### config.mk
export PLATFORM = sky130hd
export DESIGN_NAME = pc_fetch_unit
export DESIGN_NICKNAME = d
export VERILOG_FILES = /design/src/rtl/pc_fetch_unit.sv
export SDC_FILE = /design/constraint.sdc
export NUM_CORES = 1
export LEC_CHECK = 0
export ABC_AREA = 1
export CORE_MARGIN = 2
export CORE_UTILIZATION = 40
export CTS_CLUSTER_SIZE = 12
export DETAILED_ROUTE_END_ITERATION = 8
export GPL_ROUTABILITY_DRIVEN = 0
export PLACE_DENSITY = 0.71
export SLEW_MARGIN = 15
export SYNTH_ARGS = -nofsm -noshare
export SYNTH_HDL_FRONTEND = slang
export SYNTH_SLANG_ARGS = --single-unit
### constraint.sdc
create_clock -name clk -period 2.8 [get_ports clk]
set_input_delay 0.7 -clock clk [delete_from_list [all_inputs] [get_ports clk]]
set_output_delay 0.7 -clock clk [all_outputs]
set_load 0.02 [all_outputs]
### src/rtl/pc_fetch_unit.sv
// ---------------------------------------------------------------------------
// pc_fetch_unit
//
// Instruction-fetch stage placed directly in front of the control decoder.
// It holds the PC and fetches one word at a time from instruction memory over
// a req/ack handshake. It latches the word into the instruction register.
// Once the instruction has executed, it selects the next PC from the
// decoder's PCSrc/Branch outputs and the ALU Zero flag.
//
// Ports
//   clk, reset        : clock, synchronous active-high reset
//   imem_req/addr     : fetch request and address (address is always PC)
//   imem_ack/rdata    : memory handshake return and instruction word
//   PCSrc, Branch     : next-PC select from the decoder
//   Zero              : ALU equality flag for conditional branches
//   rs_data           : register-jump target
//   PC, PC_plus_4     : current PC and its sequential successor
//   Instruction       : instruction register, with OpCode/Funct fields
//   instr_valid       : high during the execute cycle
//   pc_misalign       : pulse after a register jump to an unaligned target
//   illegal_pcsrc     : pulse after an execute cycle with reserved PCSrc
//   retired           : count of completed execute cycles
// ---------------------------------------------------------------------------
module pc_fetch_unit #(
   parameter logic [31:0] RESET_PC = 32'h0000_0000,
   parameter int          CNT_W    = 32
) (
   input  logic             clk,
   input  logic             reset,
   output logic             imem_req,
   output logic [31:0]      imem_addr,
   input  logic             imem_ack,
   input  logic [31:0]      imem_rdata,
   input  logic [1:0]       PCSrc,
   input  logic             Branch,
   input  logic             Zero,
   input  logic [31:0]      rs_data,
   output logic [31:0]      PC,
   output logic [31:0]      PC_plus_4,
   output logic [31:0]      Instruction,
   output logic [5:0]       OpCode,
   output logic [5:0]       Funct,
   output logic             instr_valid,
   output logic             pc_misalign,
   output logic             illegal_pcsrc,
   output logic [CNT_W-1:0] retired
);

   typedef enum logic [1:0] {
      S_FETCH = 2'd0,
      S_WAIT  = 2'd1,
      S_EXEC  = 2'd2
   } state_t;

   localparam logic [CNT_W-1:0] CNT_ONE = CNT_W'(1);

   state_t             state;
   logic signed [31:0] br_off;
   logic [31:0]        br_target;
   logic [31:0]        j_target;
   logic [31:0]        next_pc;

   assign imem_req    = (state != S_EXEC);
   assign imem_addr   = PC;
   assign instr_valid = (state == S_EXEC);
   assign OpCode      = Instruction[31:26];
   assign Funct       = Instruction[5:0];

   always_comb begin
      PC_plus_4 = PC + 32'd4;
      // Word offset: sign-extend the 16-bit immediate, then scale by 4.
      br_off    = signed'({{14{Instruction[15]}}, Instruction[15:0], 2'b00});
      br_target = PC_plus_4 + $unsigned(br_off);
      j_target  = {PC_plus_4[31:28], Instruction[25:0], 2'b00};

      next_pc = PC_plus_4;
      unique case (PCSrc)
         2'b01:   next_pc = j_target;
         2'b10:   next_pc = {rs_data[31:2], 2'b00};
         2'b11:   next_pc = PC_plus_4;
         default: next_pc = (Branch && Zero) ? br_target : PC_plus_4;
      endcase
   end

   always_ff @(posedge clk) begin
      if (reset) begin
         state         <= S_FETCH;
         PC            <= RESET_PC;
         Instruction   <= 32'd0;
         retired       <= '0;
         pc_misalign   <= 1'b0;
         illegal_pcsrc <= 1'b0;
      end else begin
         // Flags are one-cycle pulses; only the execute edge sets them.
         pc_misalign   <= 1'b0;
         illegal_pcsrc <= 1'b0;
         unique case (state)
            S_FETCH, S_WAIT: begin
               if (imem_ack) begin
                  Instruction <= imem_rdata;
                  state       <= S_EXEC;
               end else begin
                  state <= S_WAIT;
               end
            end
            S_EXEC: begin
               PC            <= next_pc;
               retired       <= retired + CNT_ONE;
               pc_misalign   <= (PCSrc == 2'b10) && (rs_data[1:0] != 2'b00);
               illegal_pcsrc <= (PCSrc == 2'b11);
               state         <= S_FETCH;
            end
            default: state <= S_FETCH;
         endcase
      end
   end

endmodule
# After elaboration in Yosys (flattened, before gate mapping)
# Index checks and enable logic that the tools add are counted.
dict set report word_totals {
  elab_cells 28
  ff_bits 100
  out_inout_bits 176
  inputBits 71
}
dict set report op_classes {
  bitwise 2
  n_addsub 3
  n_reduce_logical 8
  muxes 3
  n_eq_ne 6
}
# operator n
set op_table {}
lappend op_table {{$pmux W32 S3} 1}
lappend op_table {{$add A32 B1 Y32 const B} 1}
lappend op_table {{$add A32 B3 Y32 const B} 1}
lappend op_table {{$add A32 B32 Y32} 1}
lappend op_table {{$mux W32} 1}
lappend op_table {{$eq A2 B2 Y1 const B} 3}
lappend op_table {{$reduce_or A2 Y1} 3}
lappend op_table {{$eq A2 B1 Y1 const B} 2}
lappend op_table {{$logic_and A1 B1 Y1} 2}
lappend op_table {{$logic_not A2 Y1} 1}
lappend op_table {{$mux W2} 1}
lappend op_table {{$ne A2 B2 Y1 const B} 1}
lappend op_table {{$not A1 Y1} 2}
lappend op_table {{$reduce_and A2 Y1} 1}
lappend op_table {{$reduce_bool A2 Y1} 1}

# Longest topological paths before layout
dict set report logic_depth {
  word_depth 4
  ltp_mapped 26
  mapped_depth_nobuf 26
}

# Worst setup path after synthesis
# No wires, ideal clock.
dict set report synth_timing {
  path_kind {register -> register}
  startpoint {reg PC[2]}
  endpoint {reg PC[12]}
  setup_ps 132
  path_slack_ps -264
  arrival_time_ps 2931
  path_stages_with_launch 16
  path_buffers 0
  synth_period_minus_slack_ps 3064
  required_time_ps 2668
  path_cell_list {dfxtp_1 -> ha_1 -> nand2_1 -> nor2_2 -> nand2_2 -> xnor2_1 -> ha_1 -> nand2_1 -> inv_1 -> a21oi_1 -> nand3_1 -> or2_2 -> nand3_1 -> nand2_1 -> nand2_1 -> a21oi_1}
}
dict set report synth_between {
  elab_chain_len 4
}
# item line_no
set synth_rtl {}
lappend synth_rtl {{start, declared} 38} ;# output logic [31:0] PC,
lappend synth_rtl {{start signal, assigned} 107} ;# PC <= next_pc;
lappend synth_rtl {{$add A32 B3 Y32} 70} ;# PC_plus_4 = PC + 32'd4;
lappend synth_rtl {{named net PC_plus_4[10]} 39} ;# output logic [31:0] PC_plus_4,
lappend synth_rtl {{$add A32 B32 Y32} 73} ;# br_target = PC_plus_4 + $unsigned(br_off);
lappend synth_rtl {{$mux W32} 81} ;# default: next_pc = (Branch && Zero) ? br_target : PC_plus_4;
lappend synth_rtl {{$pmux W32 S3} 77} ;# unique case (PCSrc)
# The timed path passes the listed nets, and every way through them passes these cells.
# A chain may end at the register's enable or synchronous reset.

# Worst setup path after layout
dict set report layout_timing {
  startpoint {reg PC[2]}
  endpoint {reg PC[29]}
}
dict set report layout_between {
  elab_chain_len 4
}
# item line_no
set layout_rtl {}
lappend layout_rtl {{$add A32 B3 Y32 *} 70}
lappend layout_rtl {{$add A32 B32 Y32} 73}
lappend layout_rtl {{$mux W32} 81}
lappend layout_rtl {{$pmux W32 S3 *} 77}
# Every way passes the cells marked *; elsewhere a longest branch is shown, timed or not.

==> reports/qor.yml <==
floorplanning:
  die_y_um: 148
  rows: 52
  die_x_um: 148
  die-area_um2: 21900
  core_um2: 20300
  start_util_pct: 40.9
  ios: 247
route:
  drc: 0
  drtIter0Drc: 975
  wl_per_cell_um: 18.3
  drt-total-wl_mm: 37.8
  vias_per_cell: 5.35
  num_vias: 11000
  drtPass1Iterations: 8
  ant_nets: 0
worst_setup_path:
  path_common_cell: "nand2_1"
  critPathMaxFanout: 4
  critical_path.max_stage_delay_ps: 390
  crit_type: "flop to flop"
  arrival_ps: 3210
  critical-path-top-delay-family: "simple AND/OR/NAND/NOR gates"
  cp.buffers_inverters: 2
  crit_slowest_cell: "dfxtp_4"
  end_kind: "flop"
  crit_path_start_kind: "flop"
  worstPathRequired_ps: 3030
  crit_chain: "ha_4 -> nand2_1 -> nor2_2 -> nand2_2 -> buf_6 -> nor2_4 -> buf_12 -> xor2_4 -> ha_4 -> nand2_1 -> nand2_1 -> nand2_1 -> nand3_1 -> a21oi_2 -> nor2_2 -> nor2_2 -> nand2_1 -> nand2_1 -> nand3_2 -> nand2_1 -> a21oi_1"
worst_hold_path:
  hp-class: "flop to flop"
timing:
  final_max_slew_viol_count: 0
  min_period_ps: 2970
  skew_ps: 16.8
  worst_pin_slew_ps: 688
  finalSetupTns_ps: -1390
  fin_crit_sh_pct: 106
  maxSlewHeadroom_pct: 53.7
  setup_ws_ps: -175
  clock.fmax_mhz: 336
  finalHoldViolations: 0
  finalSetupViolations: 20
  rsz0062_at_grt: "true"
synth:
  yosysMostFrequentCell: "nand2_1"
  syn_area_per_cell_um2: 5.96
  synth_top_area_share_pct: 23.6
  ys.warnings.count: 0
  ys_ff_latch: 98
  yosys.area.top_type: "dfxtp_1"
  synthTopCellsByCount: "nand2_1 (403), inv_1 (181), nor2_1 (154)"
  postSynth.asyncResetShare_pct: 0
  synth_cell_types: 52
  ys_top_cells_by_area: "dfxtp_1 (24%), nand2_1 (18%), inv_1 (8.2%)"
  seq_area_frac_synth_pct: 23.6
  synth_flop_cell: "dfxtp_1"
  synth_edf_count: 0
  syn_inst: 1392
  syn_area_um2: 8300
place:
  io_buffers: 240
  dpl_cell_area_um2: 12100
  dp_hpwl_mm: 27.4
global_routing:
  grt_pass1_wl_mm: 54.7
  track_usage_pct: 31.9
  grt_max_degree: 38
  grt_pass1_vias: 10200
  grt_antenna_before_repair: 0
  overflow: 0
outcome:
  violations: "setup timing"
  status: "finished with violations"
finish:
  diodes: 0
  fillCellCount: 1652
  drive_above_1_share_pct: 30.8
  area_delta_synth_final_pct: 67.1
  design_area_um2: 13900
  nNetsFinal: 1893
clock_network:
  cts_root_buffer: "clkbuf_16"
  cts_tree: "done"
  cts-htree-levels: 3
  cts_buffers: 9
  clock_sinks: 98
  clockBufferDepth: 2
  holdBufCountCts: 0
  clk_latency_ps: 370
  path_clk_slew_ps: 80
pwr:
  peakVddDrop_uv: 343
  power.leakage_nw: 6.19
  p_per_area_nw_per_um2: 322
  total_power_mw: 4.47
flow_run:
  drv_cap: 0
per-layer routing:
metal	vias to the layer above	global-route usage, %	wire length [µm]
met4	0	15.0	2120
met2	707	52.2	17300
li1	5166	-	-
met1	5034	39.8	14500
met3	136	7.28	3920
met5	-	0	0
cells by family after synthesis:
kind of cell	count (synthesis)	synth area share, %
xor+xnor	35	4.06
buf+inv	270	14.5
compound gates	219	14.2
other cells	1	0.0452
flops	98	23.6
fa+ha+maj	34	5.22
simple gates	735	38.4
placed cells by master (no fill, tap or decap), types with 4 or more instances in the layout:
cell type        count
nand2_1            331
clkdlybuf4s50_1    212
buf_4              209
inv_1              165
nor2_1             120
a21oi_1             83
o21ai_0             78
dfxtp_1             75
nand2_2             67
nand3_1             67
nor2_2              27
ha_4                24
nand3_2             22
a21oi_2             22
buf_6               20
nor2_4              19
nor3_1              18
dfxtp_2             17
inv_2               16
nand4_1             15
nand2_4             14
xor2_1              11
clkbuf_2            10
clkbuf_16            9
xor2_2               8
ha_1                 8
nor3_2               7
o21bai_1             7
dfxtp_4              6
or2_2                6
xnor2_4              6
conb_1               6
xor2_4               5
o21ai_1              5
xnor2_1              5
a211oi_1             4
through the flow:
step           util (%)  hold WS [ps]  worst slack, ps  std cells
3_3_place_gp       59.4           450             -300       2010
2_1_floorplan         -           441            -9.97       1397
4_1_cts            63.5           466            -67.7       2046
5_1_grt            68.3           486             -246       2063
3_5_place_dp       59.4           457             -283       2010
6_report           68.3           462             -175       2063
flip-flops by register name, indices dropped and copies added, names as in the netlist:
| name | count |
|---|---|
| Instruction | 32 |
| PC | 30 |
| illegal_pcsrc | 1 |
| pc_misalign | 1 |
| retired | 32 |
| state | 2 |
path summary, 6_finish.rpt:
path | from | endpoint | slack, ps | depth (start not counted)
worst max-delay path | PC[2] | PC[29] | -170 | 21
worst min-delay path | state[1] | state[0] | 460 | 1
worst max register to register | PC[2] | PC[29] | -170 | 21
worst min register to register | state[1] | state[0] | 460 | 1
report_power, final:
group	internal [mW]	switching, mW
combinational	0.730	0.872
clock	0.639	0.677
sequential	1.46	0.0965
total	2.83	1.65
repair_timing:
item                       4_1_cts  5_1_grt
setup buffers                   20       19
pin swaps                       25       64
setup endpoints to repair       50       49
gates resized for setup        153      235
worst register-to-register path, cell delays in order (launching register included):
cell     delay, ps
dfxtp_4        390
ha_4           150
nand2_1         70
nor2_2         170
nand2_2        110
buf_6          130
nor2_4         150
buf_12         130
xor2_4         220
ha_4           270
nand2_1         60
nand2_1         80
nand2_1         80
nand3_1        120
a21oi_2        180
nor2_2          60
nor2_2         110
nand2_1         80
nand2_1         80
nand3_2         70
nand2_1         80
a21oi_1         70
area by class of cell:
class	count	area, µm²	area share [%]
clock buffers	9	225	1.62
clock inverters	7	81.3	0.586
inverters	183	694	5.01
multi-input cells	1029	6380	46.0
flip-flops and latches	98	2010	14.5
well taps	270	338	2.44
repair buffers	467	4140	29.9
No activity file was read; power rests on OpenSTA's default activity.
